## src/rtl/asm_pkg.sv

```systemverilog
`default_nettype none
// ============================================================================
// asm_pkg
// Shared constants and types for the assembler line parser.
//   - ASCII control characters used by the source grammar
//   - Parser state encoding
//   - Instruction word field widths and mnemonic length limit
// Revision: 1.0
// ============================================================================
package asm_pkg;

  localparam logic [7:0] NUL = 8'h00;
  localparam logic [7:0] LF  = 8'h0A;
  localparam logic [7:0] SP  = 8'h20;

  // Instruction word is {opcode, operand}, 8 bits in total.
  localparam int OPC_WIDTH = 3;
  localparam int OPR_WIDTH = 8 - OPC_WIDTH;

  // Longest mnemonic the converter accepts.
  localparam int NAME_MAX = 9;

  typedef enum logic [3:0] {
    S_IDLE      = 4'd0,
    S_SKIP_WS   = 4'd1,
    S_OC_START  = 4'd2,
    S_OC_GAP    = 4'd3,
    S_SEND_NAME = 4'd4,
    S_WAIT_OC   = 4'd5,
    S_SKIP_SP   = 4'd6,
    S_OPERAND   = 4'd7,
    S_TAIL      = 4'd8,
    S_WRITE     = 4'd9,
    S_DONE      = 4'd10,
    S_ERROR     = 4'd11
  } state_t;

endpackage
`default_nettype wire

```

## src/rtl/ascii_class.sv

```systemverilog
`default_nettype none
// ============================================================================
// ascii_class
// Combinational character classifier for the source stream.
//   ch        in   8  ASCII character
//   is_letter out  1  'A'..'Z'
//   is_hex    out  1  '0'..'9' or 'A'..'F'
//   hex_val   out  4  nibble value (meaningful only when is_hex)
// Revision: 1.0
// ============================================================================
module ascii_class (
  input  logic [7:0] ch,
  output logic       is_letter,
  output logic       is_hex,
  output logic [3:0] hex_val
);

  logic is_digit;
  logic is_af;

  assign is_digit  = (ch >= 8'h30) && (ch <= 8'h39);
  assign is_af     = (ch >= 8'h41) && (ch <= 8'h46);
  assign is_letter = (ch >= 8'h41) && (ch <= 8'h5A);
  assign is_hex    = is_digit || is_af;
  // 'A' is 0x41, so its low nibble plus 9 yields 10.
  assign hex_val   = is_digit ? ch[3:0] : (ch[3:0] + 4'd9);

endmodule
`default_nettype wire

```

## src/rtl/asm_line_parser.sv

```systemverilog
`default_nettype none
// ============================================================================
// asm_line_parser
// Walks an ASCII source memory line by line, streams each mnemonic to the
// mnemonic-to-opcode converter, parses an optional hex operand and writes
// one {opcode, operand} word per line into program memory.
//   Clk/Rst         clock, asynchronous active-high reset
//   Go              start assembly from source address 0
//   Busy/Done/Err   run status; ErrAddr = source address of the fault
//   SrcAddr/SrcData asynchronous-read source memory port
//   OcStart/OcName  converter start pulse and NUL-terminated name stream
//   OcReady/OcOpcode converter status and result
//   PmWe/PmAddr/PmData program memory write port
//   InstrCount      number of instructions written
// Revision: 1.0
// ============================================================================
module asm_line_parser
  import asm_pkg::*;
#(
  parameter int SRC_AW     = 8,
  parameter int PM_AW      = 5,
  parameter int OPC_W      = OPC_WIDTH,
  parameter int OC_TIMEOUT = 1023
) (
  input  logic              Clk,
  input  logic              Rst,
  input  logic              Go,
  output logic              Busy,
  output logic              Done,
  output logic              Err,
  output logic [SRC_AW-1:0] ErrAddr,
  output logic [SRC_AW-1:0] SrcAddr,
  input  logic [7:0]        SrcData,
  output logic              OcStart,
  output logic [7:0]        OcName,
  input  logic              OcReady,
  input  logic [OPC_W-1:0]  OcOpcode,
  output logic              PmWe,
  output logic [PM_AW-1:0]  PmAddr,
  output logic [7:0]        PmData,
  output logic [PM_AW:0]    InstrCount
);

  localparam int OPR_W = 8 - OPC_W;
  localparam int TO_W  = $clog2(OC_TIMEOUT + 1);
  localparam logic [TO_W-1:0]  TO_LAST  = TO_W'(OC_TIMEOUT - 1);
  localparam logic [PM_AW:0]   PM_DEPTH = {1'b1, {PM_AW{1'b0}}};
  localparam logic [7:0]       OPR_MAX  = 8'((1 << OPR_W) - 1);

  state_t             state;
  logic [3:0]         name_len;
  logic               pend_err;
  logic [TO_W-1:0]    wait_cnt;
  logic [OPC_W-1:0]   opc;
  logic [OPR_W-1:0]   acc;
  logic               second;
  logic               gap_seen;

  logic       is_letter;
  logic       is_hex;
  logic [3:0] hex_val;
  logic       is_sp;
  logic       is_lf;
  logic       is_nul;
  logic       is_eol;
  logic       addr_last;
  logic       name_full;
  logic [7:0] acc_next;
  logic       adv;
  logic       bad;
  logic       fail;

  ascii_class u_class (
    .ch        (SrcData),
    .is_letter (is_letter),
    .is_hex    (is_hex),
    .hex_val   (hex_val)
  );

  assign is_sp     = (SrcData == SP);
  assign is_lf     = (SrcData == LF);
  assign is_nul    = (SrcData == NUL);
  assign is_eol    = is_lf || is_nul;
  assign addr_last = &SrcAddr;
  assign name_full = (name_len == 4'(NAME_MAX));
  assign acc_next  = {acc[3:0], hex_val};

  // The converter samples Start and each name character on the clock edge
  // that ends the cycle they are driven in, so both are decoded from the
  // current state and source character rather than delayed by a register.
  assign OcStart = (state == S_OC_START) && OcReady;
  assign OcName  = (state == S_SEND_NAME && is_letter && !name_full) ? SrcData : NUL;
  assign PmWe    = (state == S_WRITE) && (InstrCount != PM_DEPTH);
  assign PmData  = {opc, acc};

  // adv: consume the current character; bad: character or condition that
  // aborts the run. A consume at the top address would wrap, which is fatal.
  always_comb begin
    adv = 1'b0;
    bad = 1'b0;
    case (state)
      S_SKIP_WS: begin
        if (is_sp || is_lf)          adv = 1'b1;
        else if (!is_nul && !is_letter) bad = 1'b1;
      end
      S_SEND_NAME: begin
        if (is_letter && !name_full) adv = 1'b1;
      end
      S_WAIT_OC: begin
        if (!OcReady && wait_cnt == TO_LAST) bad = 1'b1;
      end
      S_SKIP_SP: begin
        if (is_sp)                      adv = 1'b1;
        else if (is_hex && gap_seen)    adv = 1'b1;
        else if (!is_eol)               bad = 1'b1;
      end
      S_OPERAND: begin
        if (is_hex) begin
          if (second || acc_next > OPR_MAX) bad = 1'b1;
          else                              adv = 1'b1;
        end else if (is_sp)   adv = 1'b1;
        else if (!is_eol)     bad = 1'b1;
      end
      S_TAIL: begin
        if (is_sp)            adv = 1'b1;
        else if (!is_eol)     bad = 1'b1;
      end
      S_WRITE: begin
        if (InstrCount == PM_DEPTH) bad = 1'b1;
        else if (is_lf)             adv = 1'b1;
      end
      default: ;
    endcase
    fail = bad || (adv && addr_last);
  end

  always_ff @(posedge Clk or posedge Rst) begin
    if (Rst) begin
      state      <= S_IDLE;
      Busy       <= 1'b0;
      Done       <= 1'b0;
      Err        <= 1'b0;
      ErrAddr    <= '0;
      SrcAddr    <= '0;
      PmAddr     <= '0;
      InstrCount <= '0;
      name_len   <= '0;
      pend_err   <= 1'b0;
      wait_cnt   <= '0;
      opc        <= '0;
      acc        <= '0;
      second     <= 1'b0;
      gap_seen   <= 1'b0;
    end else begin
      if (adv && !addr_last) SrcAddr <= SrcAddr + 1'b1;

      case (state)
        S_IDLE, S_DONE, S_ERROR: begin
          if (Go) begin
            state      <= S_SKIP_WS;
            Busy       <= 1'b1;
            Done       <= 1'b0;
            Err        <= 1'b0;
            ErrAddr    <= '0;
            SrcAddr    <= '0;
            PmAddr     <= '0;
            InstrCount <= '0;
          end
        end
        S_SKIP_WS: begin
          if (is_nul) begin
            state <= S_DONE;
            Busy  <= 1'b0;
            Done  <= 1'b1;
          end else if (is_letter) begin
            state <= S_OC_START;
          end
        end
        S_OC_START: begin
          name_len <= '0;
          pend_err <= 1'b0;
          if (OcReady) state <= S_OC_GAP;
        end
        S_OC_GAP: state <= S_SEND_NAME;
        S_SEND_NAME: begin
          if (is_letter && !name_full) begin
            name_len <= name_len + 1'b1;
          end else begin
            // An over-long name is still terminated so the converter
            // returns to idle; the error is raised once it does.
            if (is_letter) begin
              pend_err <= 1'b1;
              ErrAddr  <= SrcAddr;
            end
            wait_cnt <= '0;
            state    <= S_WAIT_OC;
          end
        end
        S_WAIT_OC: begin
          if (OcReady) begin
            opc      <= OcOpcode;
            gap_seen <= 1'b0;
            if (pend_err) begin
              state <= S_ERROR;
              Busy  <= 1'b0;
              Err   <= 1'b1;
            end else begin
              state <= S_SKIP_SP;
            end
          end else begin
            wait_cnt <= wait_cnt + 1'b1;
          end
        end
        S_SKIP_SP: begin
          if (is_sp) begin
            gap_seen <= 1'b1;
          end else if (is_eol) begin
            acc   <= '0;
            state <= S_WRITE;
          end else begin
            acc    <= OPR_W'(hex_val);
            second <= 1'b0;
            state  <= S_OPERAND;
          end
        end
        S_OPERAND: begin
          if (is_hex) begin
            acc    <= acc_next[OPR_W-1:0];
            second <= 1'b1;
          end else if (is_sp) begin
            state <= S_TAIL;
          end else begin
            state <= S_WRITE;
          end
        end
        S_TAIL: begin
          if (is_eol) state <= S_WRITE;
        end
        S_WRITE: begin
          if (InstrCount != PM_DEPTH) begin
            PmAddr     <= PmAddr + 1'b1;
            InstrCount <= InstrCount + 1'b1;
            if (is_nul) begin
              state <= S_DONE;
              Busy  <= 1'b0;
              Done  <= 1'b1;
            end else begin
              state <= S_SKIP_WS;
            end
          end
        end
        default: state <= S_IDLE;
      endcase

      if (fail) begin
        state   <= S_ERROR;
        Busy    <= 1'b0;
        Err     <= 1'b1;
        ErrAddr <= SrcAddr;
      end
    end
  end

endmodule
`default_nettype wire

```

## config.mk

```make
export PLATFORM = sky130hd
export DESIGN_NAME = asm_line_parser
export DESIGN_NICKNAME = d
export VERILOG_FILES = /design/src/rtl/asm_pkg.sv /design/src/rtl/ascii_class.sv /design/src/rtl/asm_line_parser.sv
export SDC_FILE = /design/constraint.sdc
export NUM_CORES = 1
export LEC_CHECK = 0
export BUFFER_PORTS_ARGS = -buffer_cell sky130_fd_sc_hd__buf_2
export CORE_ASPECT_RATIO = 1.4
export CORE_MARGIN = 4
export CORE_UTILIZATION = 50
export DETAILED_ROUTE_END_ITERATION = 10
export PLACE_DENSITY = 0.72
export SLEW_MARGIN = 10
export SYNTH_ARGS = -nofsm -noshare
export SYNTH_HDL_FRONTEND = slang
export SYNTH_SLANG_ARGS = --single-unit
export TNS_END_PERCENT = 50
```

## constraint.sdc

```tcl
create_clock -name Clk -period 5.3 [get_ports Clk]
set_input_delay 1.06 -clock Clk [delete_from_list [all_inputs] [get_ports Clk]]
set_output_delay 1.06 -clock Clk [all_outputs]
set_load 0.05 [all_outputs]
```

==> results of run 1 <==
worst paths after layout:
check / startpoint / end / cells past startpoint
max in group asynchronous: Rst / InstrCount[5] / 3
min in group asynchronous: Rst / Done / 3
setup / recovery: SrcData[1] / OcName[4] / 8
setup reg to reg: state[0] / Busy / 7
hold reg to reg: ErrAddr[6] / ErrAddr[6] / 1
hold / removal: ErrAddr[6] / ErrAddr[6] / 1
flip-flops by register name (all words and copies together), names as in the netlist:
register,cells
InstrCount,6
gap_seen,1
SrcAddr,8
pend_err,1
opc,3
state,4
second,1
name_len,4
Err,1
wait_cnt,10
acc,5
Busy,1
ErrAddr,8
PmAddr,5
Done,1
per-stage QoR:
step | utilization, % | instances | instance area, sq um
global placement | 56.97 | 546 | 4029
global route | 59.52 | 562 | 4209
detailed placement | 56.97 | 546 | 4029
floorplan | - | 407 | 3681
finish | 59.52 | 562 | 4209
CTS | 59.52 | 562 | 4209
worst max-delay path, delay by kind of cell:
family	cells	cell delay, ps
compound gates	1	290
buf+inv	3	430
simple gates	3	800
fa+ha+maj	1	210
layer usage:
metal | track usage (%) | vias up
met3 | 4.426 | 7
li1 | - | 1589
met4 | 5.193 | 0
met5 | 0 | -
met1 | 25.54 | 1575
met2 | 36.02 | 62
Yosys cell counts, types with 4 or more instances:
cell type  number
dfrtp_1        59
nor2_1         42
nand2_1        41
o21ai_0        30
a21oi_1        18
inv_1          15
nand4_1        15
nand3_1        14
ha_1           13
clkbuf_1       12
xor2_1         11
a22o_1          9
and2_1          8
and3_1          8
mux2_2          8
mux2i_1         6
nand3b_1        6
nor4_1          6
a21o_1          4
a31oi_1         4
nor2b_1         4
o31ai_1         4
xnor2_1         4
power by group through the flow:
stage | clock, mW | sequential [mW] | combinational [mW]
after global routing | 0.402 | 0.739 | 0.916
after global placement | 0 | 0.716 | 0.822
after floorplan | 0 | 0.854 | 0.508
after detailed placement | 0 | 0.722 | 0.835
after CTS | 0.378 | 0.713 | 0.839
final | 0.371 | 0.714 | 0.832
cell type report:
cell class                 count  share of cell area (%)
clock buffer                  11                   3.359
clock inverter                 5                  0.9215
inverter                      15                   1.338
multi-input combinational    313                   48.63
sequential                    59                   35.08
tap                           95                   2.824
timing repair buffer          64                   7.848
cells by family (layout without fill, tap and decap cells):
| kind of cell | Yosys count | count (layout) | synth area share, % |
|---|---|---|---|
| other cells | 1 | 2 | 0.1020 |
| flops | 59 | 59 | 40.15 |
| fa+ha+maj | 13 | 13 | 4.423 |
| compound gates | 100 | 100 | 18.58 |
| mux | 14 | 14 | 4.083 |
| simple gates | 169 | 169 | 24.80 |
| xor+xnor | 15 | 15 | 3.572 |
| buf+inv | 35 | 95 | 4.287 |
==> results.cfg, run 1 <==
[detailed_routing]
ant_nets = 0
drt-total-wl_um = 8448
drt_iter0_drc = 213
top_layer = met4
dr.pass1.iters = 7
vias = 3233
via_per_inst = 5.753
drc = 0
wl_met1_um = 3539
wl_met2_um = 4448
met3WireLength_um = 370
wl_per_cell_um = 15.03

[synth]
synth.area.top_cells = dfrtp_1, ha_1, nor2_1, nand2_1, o21ai_0
yosysWarnings = 0
synthArstFlopShare_pct = 100.0
synth_seq_cells = 59
syn_inst = 406
ys_types = 66
synth_top_cell_area_share_pct = 40.15
synth-edff-count = 0
syn_avg_cell_area_sq_um = 9.057
synth_top_cell_by_area = dfrtp_1
synthesis.area_sq_mm = 0.003677
ys.flop_type = dfrtp_1
synth.yosys.seq_area_share_pct = 40.15

[grt]
grt_max_degree = 60
grt_pass1_vias = 2982
track_usage_pct = 20.53
grt_overflow = 0
grt_pass1_wl_um = 14240
antenna_found_initial = 0

[timing]
setup_viol = 0
finalCritPeriodShare_pct = 72.92
timing.hold.ws_ps = 494.6
finalHoldViolCount = 0
tightest_slew_ps = 827.4
finalCriticalPeriod_ps = 3865
slew_violations = 0
fin_tns_setup_ps = 0
fmax_mhz = 258.7
rsz0062_at_grt = false
skew_ps = 12.67
slew_headroom_pct = 44.84
timing.final.ws_setup_ps = 1435

[pwr]
cell_internal_pwr_mw = 1.011
p_leak_nw = 2.022
power_frac_clock_pct = 19.3
p_sw_share_pct = 47.26
seq_power_share_pct = 37.3
totalPowerFinal_mw = 1.917
p_switching_mw = 0.9058
vdd_drop_max_mv = 0.2790
power.share.combinational_pct = 43.4
powerDensity_mw_per_mm2 = 455.4

[die]
die_area_sq_mm = 0.008810
chipWidth_um = 80.48
core_area_sq_mm = 0.007072
fp.dieH_um = 109.5
row_count = 36
initial_utilization_pct = 52.00
ioPinCount = 63

[critical_path]
cp_data_required_time_ps = 4240
critPathKind = in2out
crit_top_cell = buf_2
cp_cell_sequence = buf_2 -> inv_1 -> ha_1 -> or4b_4 -> o221ai_4 -> nor3_4 -> and2_1 -> buf_2
r2r_slack_ps = 2080
startpoint_type = input pin
worstPathMaxFanout = 10
cpPeakStageDelay_ps = 500
endpoint_kind = output port
crit_arrival_ps = 2800
cpMaxStageDelayCell = or4b_4

[clocking]
worst_skew_pair.late_latency_ps = 340
cts-root-buf = clkbuf_8
clockBufferDepth = 2
cts_tree = done
htreeDepth = 3
clk_pin_slew_worst_paths_ps = 80
cts.repair.resized = 0
clock_sinks = 59
post_cts_buffers = 0
holdBufCountCts = 0
cts_buffers = 9

[finish]
drive_gt1_share_pct = 22.91
final_cell_mix = buf_2, dfrtp_1, nor2_1, nand2_1, o21ai_0
fillerInstances = 637
regArea_sq_mm = 0.001476
multiInputGateArea_sq_mm = 0.002047
mostFrequentLayoutCell = buf_2
area_delta_synth_final_pct = 14.46
nets = 490
antennaDiodeCount = 0

[outcome]
status = completed

[place]
io_buffers = 60
place_ws_ps = 1414
dpl.hpwl_um = 6223
gp_congestion = 0.8540

[min_path]
hold_class = reg2reg

[run]
drv_cap = 0
No activity file was read; power rests on OpenSTA's default activity.
==> run 2: changes to the inputs <==
--- a/config.mk
+++ b/config.mk
@@ -10,7 +10,7 @@
 export CORE_MARGIN = 4
 export CORE_UTILIZATION = 50
 export DETAILED_ROUTE_END_ITERATION = 10
-export PLACE_DENSITY = 0.72
+export PLACE_DENSITY = 0.75
 export SLEW_MARGIN = 10
 export SYNTH_ARGS = -nofsm -noshare
 export SYNTH_HDL_FRONTEND = slang
==> constraint.sdc (replaced) <==
create_clock -name Clk -period 3.48 [get_ports Clk]
set_input_delay 0.696 -clock Clk [delete_from_list [all_inputs] [get_ports Clk]]
set_output_delay 0.696 -clock Clk [all_outputs]
set_load 0.05 [all_outputs]
==> run 2 against run 1 <==
Non-clock buffer count grew 6. Utilization up 0.94 points. Sequential cell count stayed put. Global-route usage grew 0.43 points. Worst setup slack got worse by 1100 ps. Sequential share of layout area shrank 0.54 points. Final cell count increased by 0.89%. Power up 58%. Sequential power up 46%. Highest routed layer unchanged. Worst hold slack worse by 190 ps. Register-to-register slack lost 1300 ps.
==> results.cfg, run 2 (same netlist as run 1, synthesis figures left out) <==
[clocking]
htreeDepth = 3
cts_tree = done
clock_sinks = 59
clockBufferDepth = 2
worst_skew_pair.late_latency_ps = 340
cts-root-buf = clkbuf_8
post_cts_buffers = 0
clk_pin_slew_worst_paths_ps = 70
cts_buffers = 9
holdBufCountCts = 0
cts.repair.resized = 0

[critical_path]
path_delay_family = simple AND/OR/NAND/NOR gates
cpPeakStageDelay_ps = 510
crit_arrival_ps = 2470
critPathKind = in2out
startpoint = SrcData[1]
cp_data_required_time_ps = 2780
cp.depth = 8
crit_top_cell = buf_2
r2r_slack_ps = 760
r2r_end = ErrAddr[2]
worstPathMaxFanout = 10
rr_worst_depth = 8
cpMaxStageDelayCell = or4b_4
r2r_start = state[1]
cp_cell_sequence = buf_2 -> inv_1 -> ha_1 -> or4b_4 -> o221ai_4 -> nor3_4 -> and2_1 -> buf_2
endpoint_kind = output port
startpoint_type = input pin
critPathBufInv = 3

[finish]
largest_reg_flops = 10
final_cell_mix = buf_2, dfrtp_1, nor2_1, nand2_1, o21ai_0
top_register = wait_cnt
drive_gt1_share_pct = 23.94
antennaDiodeCount = 0
reg_top3 = wait_cnt (10), ErrAddr (8), SrcAddr (8)
final_area_sq_mm = 0.004275
nets = 496
instances_no_fill = 567
mostFrequentLayoutCell = buf_2
area_delta_synth_final_pct = 16.26

[place]
io_buffers = 60
gp_congestion = 0.8689
dpl.hpwl_um = 6421
place_ws_ps = 315.4
post-place-cells = 552
place_area_sq_mm = 0.004074

[die]
chipWidth_um = 80.48
ioPinCount = 63
initial_utilization_pct = 52.00
die_area_sq_mm = 0.008810
fp.dieH_um = 109.5
core_area_sq_mm = 0.007072
row_count = 36

[pwr]
p_switching_mw = 1.376
cell_internal_pwr_mw = 1.650
p_leak_nw = 2.057
totalPowerFinal_mw = 3.026
p_sw_share_pct = 45.48
powerDensity_mw_per_mm2 = 707.8
vdd_drop_max_mv = 0.5049
seq_power_share_pct = 34.3
power_frac_clock_pct = 20.8
power.share.combinational_pct = 45.0

[timing]
tightest_slew_ps = 609.0
slew_violations = 0
skew_ps = 12.62
slew_headroom_pct = 59.40
fin_tns_setup_ps = 0
fmax_mhz = 315.8
finalCriticalPeriod_ps = 3166
rsz0062_at_grt = false
finalCritPeriodShare_pct = 90.98
finalHoldViolCount = 0
setup_viol = 0
timing.final.ws_setup_ps = 313.9

[run]
drv_cap = 0

[detailed_routing]
via_per_inst = 5.764
ant_nets = 0
wl_per_cell_um = 15.18
drc = 0
drt-total-wl_um = 8608
dr.pass1.iters = 4
vias = 3268
drt_iter0_drc = 183

[grt]
grt_max_degree = 29
track_usage_pct = 20.96
grt_overflow = 0
antenna_found_initial = 0
grt_pass1_vias = 3103
grt_pass1_wl_um = 14530

[min_path]
hold_class = in2async

[outcome]
status = completed
run 2: cell types whose count changed in the layout (fill, tap and decap cells not counted):
| cell | previous run | this run |
|---|---|---|
| clkbuf_1 | 1 | 0 |
| clkbuf_8 | 10 | 11 |
| clkinvlp_4 | 1 | 2 |
| clkinv_4 | 3 | 0 |
| buf_4 | 4 | 10 |
| bufinv_16 | 0 | 1 |
run 2: worst max path at each step:
stage | endpoint | slack [ps]
global placement | OcName[2] | 390
detailed placement | OcName[4] | 320
finish | OcName[4] | 310
global route | OcName[2] | 180
CTS | OcName[4] | 310
floorplan | OcName[0] | -60
run 2: layer usage:
metal  wire length (um)  part of all wire [%]  vias to the layer above  track usage [%]
met3                441                   5.1                       13            4.836
met2               4447                    52                       82            35.78
met5                  0                     0                        -                0
met4                134                   1.6                        0            7.609
li1                   -                     -                     1600                -
met1               3584                    42                     1573            25.72
run 2: per-stage QoR:
| step | hold WS (ps) | utilization [%] |
|---|---|---|
| final | 305.1 | 60.46 |
| after detailed placement | 460.4 | 57.61 |
| after CTS | 304.8 | 60.46 |
| after floorplan | 440.0 | - |
| after global routing | 321.9 | 60.46 |
| after global placement | 458.6 | 57.61 |
run 2: layout make-up:
class / count / area [sq um]
Fill cell: 621 / 2796
Sequential cell: 59 / 1476
Inverter: 15 / 56.30
Multi-Input combinational cell: 313 / 2047
Clock buffer: 11 / 151.4
Timing Repair Buffer: 70 / 375.4
Tap cell: 95 / 118.9
Clock inverter: 4 / 50.05
run 2: power groups by stage:
stage               Clock (mW)  Sequential (mW)  Combinational, mW
detailed placement           0             1.04               1.36
floorplan                    0             1.30              0.774
finish                   0.628             1.04               1.36
CTS                      0.645             1.03               1.36
global placement             0             1.03               1.33
global route             0.681             1.07               1.49
==> run 3: changes to the inputs <==
--- a/config.mk
+++ b/config.mk
@@ -10,7 +10,8 @@
 export CORE_MARGIN = 4
 export CORE_UTILIZATION = 50
 export DETAILED_ROUTE_END_ITERATION = 10
-export PLACE_DENSITY = 0.75
+export PLACE_DENSITY = 0.79
+export SETUP_SLACK_MARGIN = 0.02
 export SLEW_MARGIN = 10
 export SYNTH_ARGS = -nofsm -noshare
 export SYNTH_HDL_FRONTEND = slang
==> run 3 against run 2 <==
Die area did not move. First-iteration DRC count rose by 33%. Register-to-register slack got worse by 20 ps. Worst setup slack improved by 2.4 ps. Final cell count rose by 0.18%. Count of clock-buffer cells in the layout fell by 2. Non-clock buffer count did not move. Power rose by 0.35%. Wire length rose by 3.9%.
==> results.cfg, run 3 (same netlist as run 1, synthesis figures left out) <==
[timing]
skew_ps = 9.940
finalCritPeriodShare_pct = 90.91
slew_headroom_pct = 59.83
setup_viol = 0
timing.hold.ws_ps = 326.5
slew_violations = 0
tightest_slew_ps = 602.6
finalHoldViolCount = 0
finalCriticalPeriod_ps = 3164
rsz0062_at_grt = false
fmax_mhz = 316.1

[clocking]
cts_tree = done
cts.repair.resized = 0
htreeDepth = 3
clockBufferDepth = 2
clock_sinks = 59
post_cts_buffers = 0
worst_skew_pair.late_latency_ps = 350
cts_buffers = 9
holdBufCountCts = 0
clk_pin_slew_worst_paths_ps = 70
cts-root-buf = clkbuf_8

[detailed_routing]
drc = 0
dr.pass1.iters = 5
met3WireLength_um = 471
top_layer = met4
wl_per_cell_um = 15.75
wl_met2_um = 4663
ant_nets = 0
wl_met1_um = 3621
via_per_inst = 5.827
drt-total-wl_um = 8944
drt_iter0_drc = 244
vias = 3310

[finish]
reg_top3 = wait_cnt (10), ErrAddr (8), SrcAddr (8)
top_register = wait_cnt
final_cell_mix = buf_2, dfrtp_1, nor2_1, nand2_1, o21ai_0
antennaDiodeCount = 0
regArea_sq_mm = 0.001476
mostFrequentLayoutCell = buf_2
nets = 496
largest_reg_flops = 10
final_area_sq_mm = 0.004275
multiInputGateArea_sq_mm = 0.002047
area_delta_synth_final_pct = 16.26
fillerInstances = 629
drive_gt1_share_pct = 24.10

[critical_path]
startpoint_type = input pin
path_delay_family = simple AND/OR/NAND/NOR gates
cpMaxStageDelayCell = or4b_4
crit_arrival_ps = 2470
critPathKind = in2out
cpPeakStageDelay_ps = 490
critPathBufInv = 3
cp_cell_sequence = buf_2 -> inv_1 -> ha_1 -> or4b_4 -> o221ai_4 -> nor3_4 -> and2_1 -> buf_2
worstPathMaxFanout = 10
endpoint_kind = output port
cp_data_required_time_ps = 2780
crit_top_cell = buf_2

[place]
place_area_sq_mm = 0.004074
gp_congestion = 0.8860
io_buffers = 60
dpl.hpwl_um = 6500

[grt]
grt_pass1_wl_um = 14950
grt_max_degree = 43
grt_pass1_vias = 3227
grt_overflow = 0
antenna_found_initial = 0
track_usage_pct = 21.65

[run]
drv_cap = 0

[die]
fp.dieH_um = 109.5
die_area_sq_mm = 0.008810
initial_utilization_pct = 52.00
ioPinCount = 63
core_area_sq_mm = 0.007072
row_count = 36
chipWidth_um = 80.48

[outcome]
status = completed

[pwr]
totalPowerFinal_mw = 3.037
p_leak_nw = 2.060
powerDensity_mw_per_mm2 = 710.3
vdd_drop_max_mv = 0.4244

[min_path]
hold_class = in2async
run 3: worst register-to-register path, stage by stage (launching register included):
cell and delay, ps:
dfrtp_1 730, nor2_1 110, buf_4 190, and3_1 210
nand4_1 140, o21ai_0 170, nor4_1 530, nand3b_2 260
a22o_1 290
run 3: worst paths after layout:
check	startpoint	end	slack, ps	cells past startpoint
worst max-delay path	SrcData[0]	OcName[2]	320	8
worst min-delay path	Rst	pend_err	330	2
worst max register to register	state[1]	ErrAddr[7]	740	8
worst min register to register	wait_cnt[5]	wait_cnt[5]	480	1
max in group asynchronous	Rst	acc[1]	2290	3
min in group Clk	wait_cnt[5]	wait_cnt[5]	480	1
run 3: stage by stage:
step | util [%] | TNS, ps | setup WS (ps) | cells
after detailed placement | 57.61 | 0 | 307.7 | 552
after floorplan | - | -170.2 | -56.72 | 407
final | 60.46 | 0 | 316.2 | 568
after global routing | 60.46 | 0 | 174.7 | 568
after CTS | 60.46 | 0 | 310.7 | 568
after global placement | 57.61 | 0 | 386.0 | 552
run 3: final cells by class:
cell class                 count  share of cell area (%)
sequential                    59                   34.53
clock buffer                   9                   2.897
multi-input combinational    313                   47.88
timing repair buffer          70                   8.780
inverter                      15                   1.317
tap                           95                   2.780
clock inverter                 7                   1.814
run 3: power by group:
group | internal, mW | total, mW | switching (mW)
Clock | 0.335 | 0.642 | 0.307
Combinational | 0.442 | 1.37 | 0.929
Sequential | 0.845 | 1.02 | 0.180
Total | 1.62 | 3.04 | 1.42
run 3: layer usage:
metal  vias up  track usage [%]
met1      1581            25.81
li1       1602                -
met2       111            37.44
met3        16            5.574
met4         0            7.729
met5         -                0
